[config.mk]
export PLATFORM = sky130hd
export DESIGN_NAME = io_bus_master
export DESIGN_NICKNAME = d
export VERILOG_FILES = /design/src/rtl/io_bus_pkg.sv /design/src/rtl/io_poll_timer.sv /design/src/rtl/io_bus_master.sv
export SDC_FILE = /design/constraint.sdc
export NUM_CORES = 1
export LEC_CHECK = 0
export BUFFER_PORTS_ARGS = -buffer_cell sky130_fd_sc_hd__buf_2
export CELL_PAD_IN_SITES_DETAIL_PLACEMENT = 0
export CELL_PAD_IN_SITES_GLOBAL_PLACEMENT = 2
export CORE_ASPECT_RATIO = 0.6
export CORE_MARGIN = 8
export CORE_UTILIZATION = 29
export DETAILED_ROUTE_END_ITERATION = 6
export PLACE_DENSITY = 0.75
export SETUP_SLACK_MARGIN = 0.1
export SLEW_MARGIN = 40
export SYNTH_ARGS = -nofsm -noshare
export SYNTH_HDL_FRONTEND = slang
export SYNTH_SLANG_ARGS = --single-unit
[constraint.sdc]
create_clock -name clk -period 2.8 [get_ports clk]
set_input_delay 0.28 -clock clk [delete_from_list [all_inputs] [get_ports clk]]
set_output_delay 0.28 -clock clk [all_outputs]
set_load 0.05 [all_outputs]
[src/rtl/io_bus_pkg.sv]
// Shared definitions for the IO bus master: port map, opcodes and FSM states.
package io_bus_pkg;

    localparam logic [7:0] ADDR_OUT0   = 8'h00;
    localparam logic [7:0] ADDR_READY  = 8'h04;
    localparam logic [7:0] ADDR_OUT1   = 8'h08;
    localparam logic [7:0] ADDR_SWITCH = 8'h0C;
    localparam logic [7:0] ADDR_VALID  = 8'h10;

    typedef enum logic [1:0] {
        OP_WR0    = 2'b00,
        OP_WR1    = 2'b01,
        OP_IN_RD  = 2'b10,
        OP_RAW_RD = 2'b11
    } op_e;

    typedef enum logic [2:0] {
        IDLE,
        WR,
        RDY_SET,
        POLL,
        GAP,
        IN_RD,
        RDY_CLR,
        RESP
    } state_e;

endpackage

[src/rtl/io_poll_timer.sv]
// Poll-phase timing: a gap counter that marks every POLL_GAP-th cycle as a
// poll slot, and a 20-bit timeout counter covering the whole poll phase.
module io_poll_timer #(
    parameter int          POLL_GAP = 4,
    parameter logic [19:0] TIMEOUT  = 20'hF_FFFF
) (
    input  logic clk,
    input  logic rst,
    input  logic clear,
    input  logic run,
    output logic gap_done,
    output logic timeout
);

    // Cycle 0 of each gap period is the POLL cycle; the last one hands back to POLL.
    localparam logic [7:0]  GAP_LAST = 8'(POLL_GAP - 1);
    localparam logic [19:0] TMO_LAST = TIMEOUT - 20'd1;

    logic [7:0]  gap_cnt;
    logic [19:0] tmo_cnt;

    assign gap_done = run && (gap_cnt == GAP_LAST);
    assign timeout  = run && (tmo_cnt == TMO_LAST);

    // Both counters restart on clear and advance only during poll-phase cycles.
    always_ff @(posedge clk or posedge rst) begin
        if (rst) begin
            gap_cnt <= '0;
            tmo_cnt <= '0;
        end else if (clear) begin
            gap_cnt <= '0;
            tmo_cnt <= '0;
        end else if (run) begin
            gap_cnt <= gap_done ? 8'd0 : gap_cnt + 8'd1;
            if (tmo_cnt != 20'hF_FFFF) begin
                tmo_cnt <= tmo_cnt + 20'd1;
            end
        end
    end

endmodule

[src/rtl/io_bus_master.sv]
// Command-driven IO bus master: plain writes, raw valid reads, and a
// ready/valid handshaked input read with polling gap and timeout.
module io_bus_master
    import io_bus_pkg::*;
#(
    parameter int          POLL_GAP = 4,
    parameter logic [19:0] TIMEOUT  = 20'hF_FFFF
) (
    input  logic        clk,
    input  logic        rst,
    input  logic        cmd_valid,
    input  logic [1:0]  cmd_op,
    input  logic [31:0] cmd_data,
    output logic        cmd_ready,
    output logic        rsp_valid,
    output logic [31:0] rsp_data,
    output logic        rsp_err,
    output logic [7:0]  io_addr,
    output logic [31:0] io_dout,
    output logic        io_we,
    input  logic [31:0] io_din
);

    state_e      state_q, state_d;
    op_e         op_q;
    logic [31:0] data_q;
    logic [31:0] capture_q;
    logic        err_q;
    logic        first_q;
    logic        v_ref_q;
    logic        gap_done;
    logic        timeout;
    logic        timer_run;
    logic        toggled;
    logic        unused_din_bits;

    assign unused_din_bits = ^io_din[31:5];

    assign timer_run = ((state_q == POLL) || (state_q == GAP)) && (op_q == OP_IN_RD);
    assign toggled   = !first_q && (io_din[0] != v_ref_q);

    io_poll_timer #(
        .POLL_GAP(POLL_GAP),
        .TIMEOUT (TIMEOUT)
    ) u_timer (
        .clk     (clk),
        .rst     (rst),
        .clear   (state_q == RDY_SET),
        .run     (timer_run),
        .gap_done(gap_done),
        .timeout (timeout)
    );

    // Next-state and all bus/response outputs, decoded from the current state.
    always_comb begin
        // NOTE: every output gets a default first so no path leaves one unassigned (no latch).
        state_d   = state_q;
        cmd_ready = 1'b0;
        rsp_valid = 1'b0;
        rsp_data  = '0;
        rsp_err   = 1'b0;
        io_addr   = ADDR_OUT0;
        io_dout   = '0;
        io_we     = 1'b0;
        case (state_q)
            IDLE: begin
                cmd_ready = 1'b1;
                if (cmd_valid) begin
                    case (op_e'(cmd_op))
                        OP_WR0, OP_WR1: state_d = WR;
                        OP_IN_RD:       state_d = RDY_SET;
                        OP_RAW_RD:      state_d = POLL;
                    endcase
                end
            end
            WR: begin
                io_we   = 1'b1;
                io_addr = (op_q == OP_WR1) ? ADDR_OUT1 : ADDR_OUT0;
                io_dout = data_q;
                state_d = RESP;
            end
            RDY_SET: begin
                io_we   = 1'b1;
                io_addr = ADDR_READY;
                io_dout = 32'd1;
                state_d = POLL;
            end
            POLL: begin
                io_addr = ADDR_VALID;
                if (op_q == OP_RAW_RD)  state_d = RESP;
                else if (toggled)       state_d = IN_RD;
                else if (timeout)       state_d = RDY_CLR;
                else if (gap_done)      state_d = POLL;
                else                    state_d = GAP;
            end
            GAP: begin
                if (timeout)            state_d = RDY_CLR;
                else if (gap_done)      state_d = POLL;
            end
            IN_RD: begin
                io_addr = ADDR_SWITCH;
                state_d = RDY_CLR;
            end
            RDY_CLR: begin
                io_we   = 1'b1;
                io_addr = ADDR_READY;
                io_dout = 32'd0;
                state_d = RESP;
            end
            RESP: begin
                rsp_valid = 1'b1;
                rsp_data  = capture_q;
                rsp_err   = err_q;
                state_d   = IDLE;
            end
            default: state_d = IDLE;
        endcase
    end

    // State register; reset drops straight to IDLE, abandoning any command.
    always_ff @(posedge clk or posedge rst) begin
        // NOTE: sequential state uses non-blocking assignments so all flops update together.
        if (rst) state_q <= IDLE;
        else     state_q <= state_d;
    end

    // Command fields are latched at acceptance and held for the whole transaction.
    always_ff @(posedge clk or posedge rst) begin
        if (rst) begin
            op_q   <= OP_WR0;
            data_q <= '0;
        end else if (cmd_valid && cmd_ready) begin
            op_q   <= op_e'(cmd_op);
            data_q <= cmd_data;
        end
    end

    // The first poll of a handshake records the valid level; later polls compare against it.
    always_ff @(posedge clk or posedge rst) begin
        if (rst) begin
            first_q <= 1'b0;
            v_ref_q <= 1'b0;
        end else if (state_q == RDY_SET) begin
            first_q <= 1'b1;
        end else if ((state_q == POLL) && (op_q == OP_IN_RD) && first_q) begin
            first_q <= 1'b0;
            v_ref_q <= io_din[0];
        end
    end

    // Response payload: cleared per command, filled by the read that completes it.
    always_ff @(posedge clk or posedge rst) begin
        if (rst) begin
            capture_q <= '0;
            err_q     <= 1'b0;
        end else if (cmd_valid && cmd_ready) begin
            capture_q <= '0;
            err_q     <= 1'b0;
        end else if ((state_q == POLL) && (op_q == OP_RAW_RD)) begin
            capture_q <= {31'b0, io_din[0]};
        end else if (state_q == IN_RD) begin
            capture_q <= {27'b0, io_din[4:0]};
        end else if (((state_q == POLL) || (state_q == GAP)) && (state_d == RDY_CLR)) begin
            err_q <= 1'b1;
        end
    end

endmodule

==> reports/qor.yml <==
run_status:
  outcome: "completed"
final_layout:
  antenna-diode-count: 0
  most_common_library_cell_in_the_layout_ignoring_fill_and_taps: "sky130_fd_sc_hd__buf_2"
  fillers: 1371
  finish.utilization_pct: 36.1
  final_cell_count_no_fill: 661
  finalNetCount: 553
  layout-drive-gt1-share_pct: 32.1
  synthToLayoutAreaGrowth_pct: 22.1
  most-common-layout-cells: "sky130_fd_sc_hd__buf_2, sky130_fd_sc_hd__dfrtp_1, sky130_fd_sc_hd__and2_1, sky130_fd_sc_hd__mux2_2, sky130_fd_sc_hd__conb_1"
clock_tree:
  cts-root-buf: "sky130_fd_sc_hd__clkbuf_16"
  tritoncts: "done"
  cts.reportedPaths.clkPinSlew_ps: 60
  cts_setup_buffers: 0
  insertion_delay_ps: 330
  ctsLongestPathBuffers: 2
  cts_sinks: 73
  hold_buffers: 0
  numCtsBuffers: 9
  cts_resized: 0
  cts.htree.levels: 3
global_routing:
  antenna_violations_before_repair: 0
  grt_first_pass_wirelength_mm: 16.4
  globalRouteOverflowTotal: 0
  number_of_global_route_vias_before_repair: 3011
  grt_max_degree: 74
  gr_util_all_layers_pct: 11.3
logic_synthesis:
  yosys-top-cells-area: "sky130_fd_sc_hd__dfrtp_1, sky130_fd_sc_hd__mux2_2, sky130_fd_sc_hd__and2_1, sky130_fd_sc_hd__buf_4, sky130_fd_sc_hd__nand2_1"
  syn-instance-count: 397
  synth_seq_area_share_pct: 45.5
  synth_top_area_cell: "sky130_fd_sc_hd__dfrtp_1"
  synth_ff_type: "sky130_fd_sc_hd__dfrtp_1"
  yosysWarningCount: 0
  syn_area_um2: 4020
  post-synth-top-area-fraction_pct: 45.5
  synthesis.area_per_instance_um2: 10.1
  synth_async_sr_flop_share_pct: 100
  yosys.cell_types.count: 56
  synth_enable_flop_cells: 0
  ys_seq_elements: 73
floorplanning:
  die-width_um: 168
  initial_core_utilization_pct: 29.6
  die_height_um: 107
  ioPinCount: 145
  die_area_um2: 18000
  standard_cell_row_count: 33
  design.core.area_um2: 13600
setup_path:
  crit_path_top_delay_cell: "sky130_fd_sc_hd__or3b_2"
  worstSetupStartpointType: "register"
  cp_slowest_stage_delay_ps: 650
  worst-endpoint-arrival_ps: 2680
  path_delay_family: "simple AND/OR/NAND/NOR gates"
  critical_path_peak_fanout: 13
  worst-setup-path-type: "reg -> reg"
  crit_end_category: "register"
  crit_buf_inv: 0
  cp_cell_instances: "or3b_2 -> o211a_2 -> a21o_1 -> or4_1 -> a21oi_1"
  critPathRequiredTime_ps: 3060
routing:
  met1_wl_mm: 5.26
  remaining_drc_errors: 0
  wl_met3_um: 554
  routed_via_density: 4.58
  detailroute.wirelength.met2_mm: 4.25
  detail_route.wl_per_cell_um: 15.3
  vias: 3026
  first_pass_iters: 4
  drt-total-wl_mm: 10.1
  highest_signal_layer_in_the_routed_design: "met4"
  detail-route-antenna-nets: 0
  detail_route.iter0.violations: 105
power:
  share_comb_of_total_power_pct: 36.7
  p_sw_share_pct: 37.6
  sequentialPowerShare_pct: 34.0
  power.switching_mw: 1.85
  leakage_power_total_nw: 2.34
  internal_power_mw: 3.06
  pwr_density_cell_nw_per_um2: 1000
  power_frac_clock_pct: 29.3
  total_design_power_mw: 4.91
  max-vdd-ir-drop_mv: 0.377
sta:
  slack_of_the_critical_path_ps: 378
  unrepaired_setup_endpoints_after_global_routing: "false"
  slew_headroom_pct: 58.1
  fin_crit_sh_pct: 86.5
  final_sum_of_negative_setup_slack_ps: 0
  fmaxAchievable_mhz: 413
  max_slew_violations: 0
  fin_skew_ps: 7.35
  tightest_pin_transition_ps: 624
  setup_viol: 0
  fin_crit_ps: 2420
  timing_hold_violations_final: 0
worst_hold_path:
  min-delay-path-class: "in -> async"
place:
  place.detailed.hpwl_mm: 7.56
  place_worst_setup_slack_ps: 362
  gpl.final_weighted_congestion: 0.748
  place_inst: 645
  placement.io_buffers: 85
job:
  maxCapViolations: 0
worst reg2reg max path: stages, from the launching register on:
cell	delay, ps
sky130_fd_sc_hd__dfrtp_1	500
sky130_fd_sc_hd__or3b_2	650
sky130_fd_sc_hd__o211a_2	280
sky130_fd_sc_hd__a21o_1	330
sky130_fd_sc_hd__or4_1	440
sky130_fd_sc_hd__a21oi_1	150
power groups by stage:
stage	combinational, mW	clock (mW)	sequential [mW]
finish	1.81	1.44	1.67
global route	1.97	1.52	1.72
CTS	1.83	1.49	1.67
detailed placement	1.82	0	1.68
global placement	1.80	0	1.67
floorplan	1.51	0	1.59
sequential cells by signal, summed over array words and instances, names as in the netlist:
register	flops
u_timer.gap_cnt	8
first_q	1
u_timer.tmo_cnt	20
v_ref_q	1
capture_q	5
data_q	32
state_q	3
err_q	1
op_q	2
per-layer routing:
| layer | up-vias | global-route usage, % |
|---|---|---|
| li1 | 1488 | - |
| met1 | 1460 | 16.1 |
| met2 | 76 | 15.8 |
| met3 | 2 | 3.56 |
| met4 | 0 | 3.61 |
| met5 | - | 0 |
Yosys cell counts, drive strengths merged (8+ instances only):
cell type / n
dfrtp: 73
and2: 40
buf: 40
mux2: 34
nand2: 27
nor2: 20
o21ai: 18
a21oi: 15
nand3: 12
clkbuf: 11
inv: 9
or3: 8
xnor2: 8
final cells by class:
class / count / area [µm²] / share of cell area (%)
tap: 175 / 219 / 4.46
sequential: 73 / 1830 / 37.2
clock buffer: 11 / 253 / 5.15
clock inverter: 5 / 125 / 2.55
multi-input combinational: 295 / 1950 / 39.8
timing repair buffer: 93 / 498 / 10.2
inverter: 9 / 33.8 / 0.689
metrics by stage:
stage	instance area, µm²	hold WS [ps]
6_report	4910	25.5
5_1_grt	4910	67.9
4_1_cts	4910	49.5
3_5_place_dp	4530	405
3_3_place_gp	4530	406
2_1_floorplan	4140	397
kinds of logic after synthesis:
logic type / share of synthesized area [%]
compound gates: 10.9
xor+xnor: 2.18
fa+ha+maj: 0.934
buf+inv: 9.03
flops: 45.5
mux: 10.5
other cells: 0.0933
simple gates: 20.9
final timing paths:
path,start,endpoint,slack [ps],depth (start not counted)
setup / recovery,state_q[0],u_timer.tmo_cnt[13],380,5
min in group clk,cmd_data[28],data_q[28],180,2
hold / removal,rst,u_timer.tmo_cnt[16],30,3
max in group asynchronous,rst,data_q[29],2440,3
setup reg to reg,state_q[0],u_timer.tmo_cnt[13],380,5
hold reg to reg,data_q[13],data_q[13],490,1
Note: power is estimated with default switching activity, not from simulation.
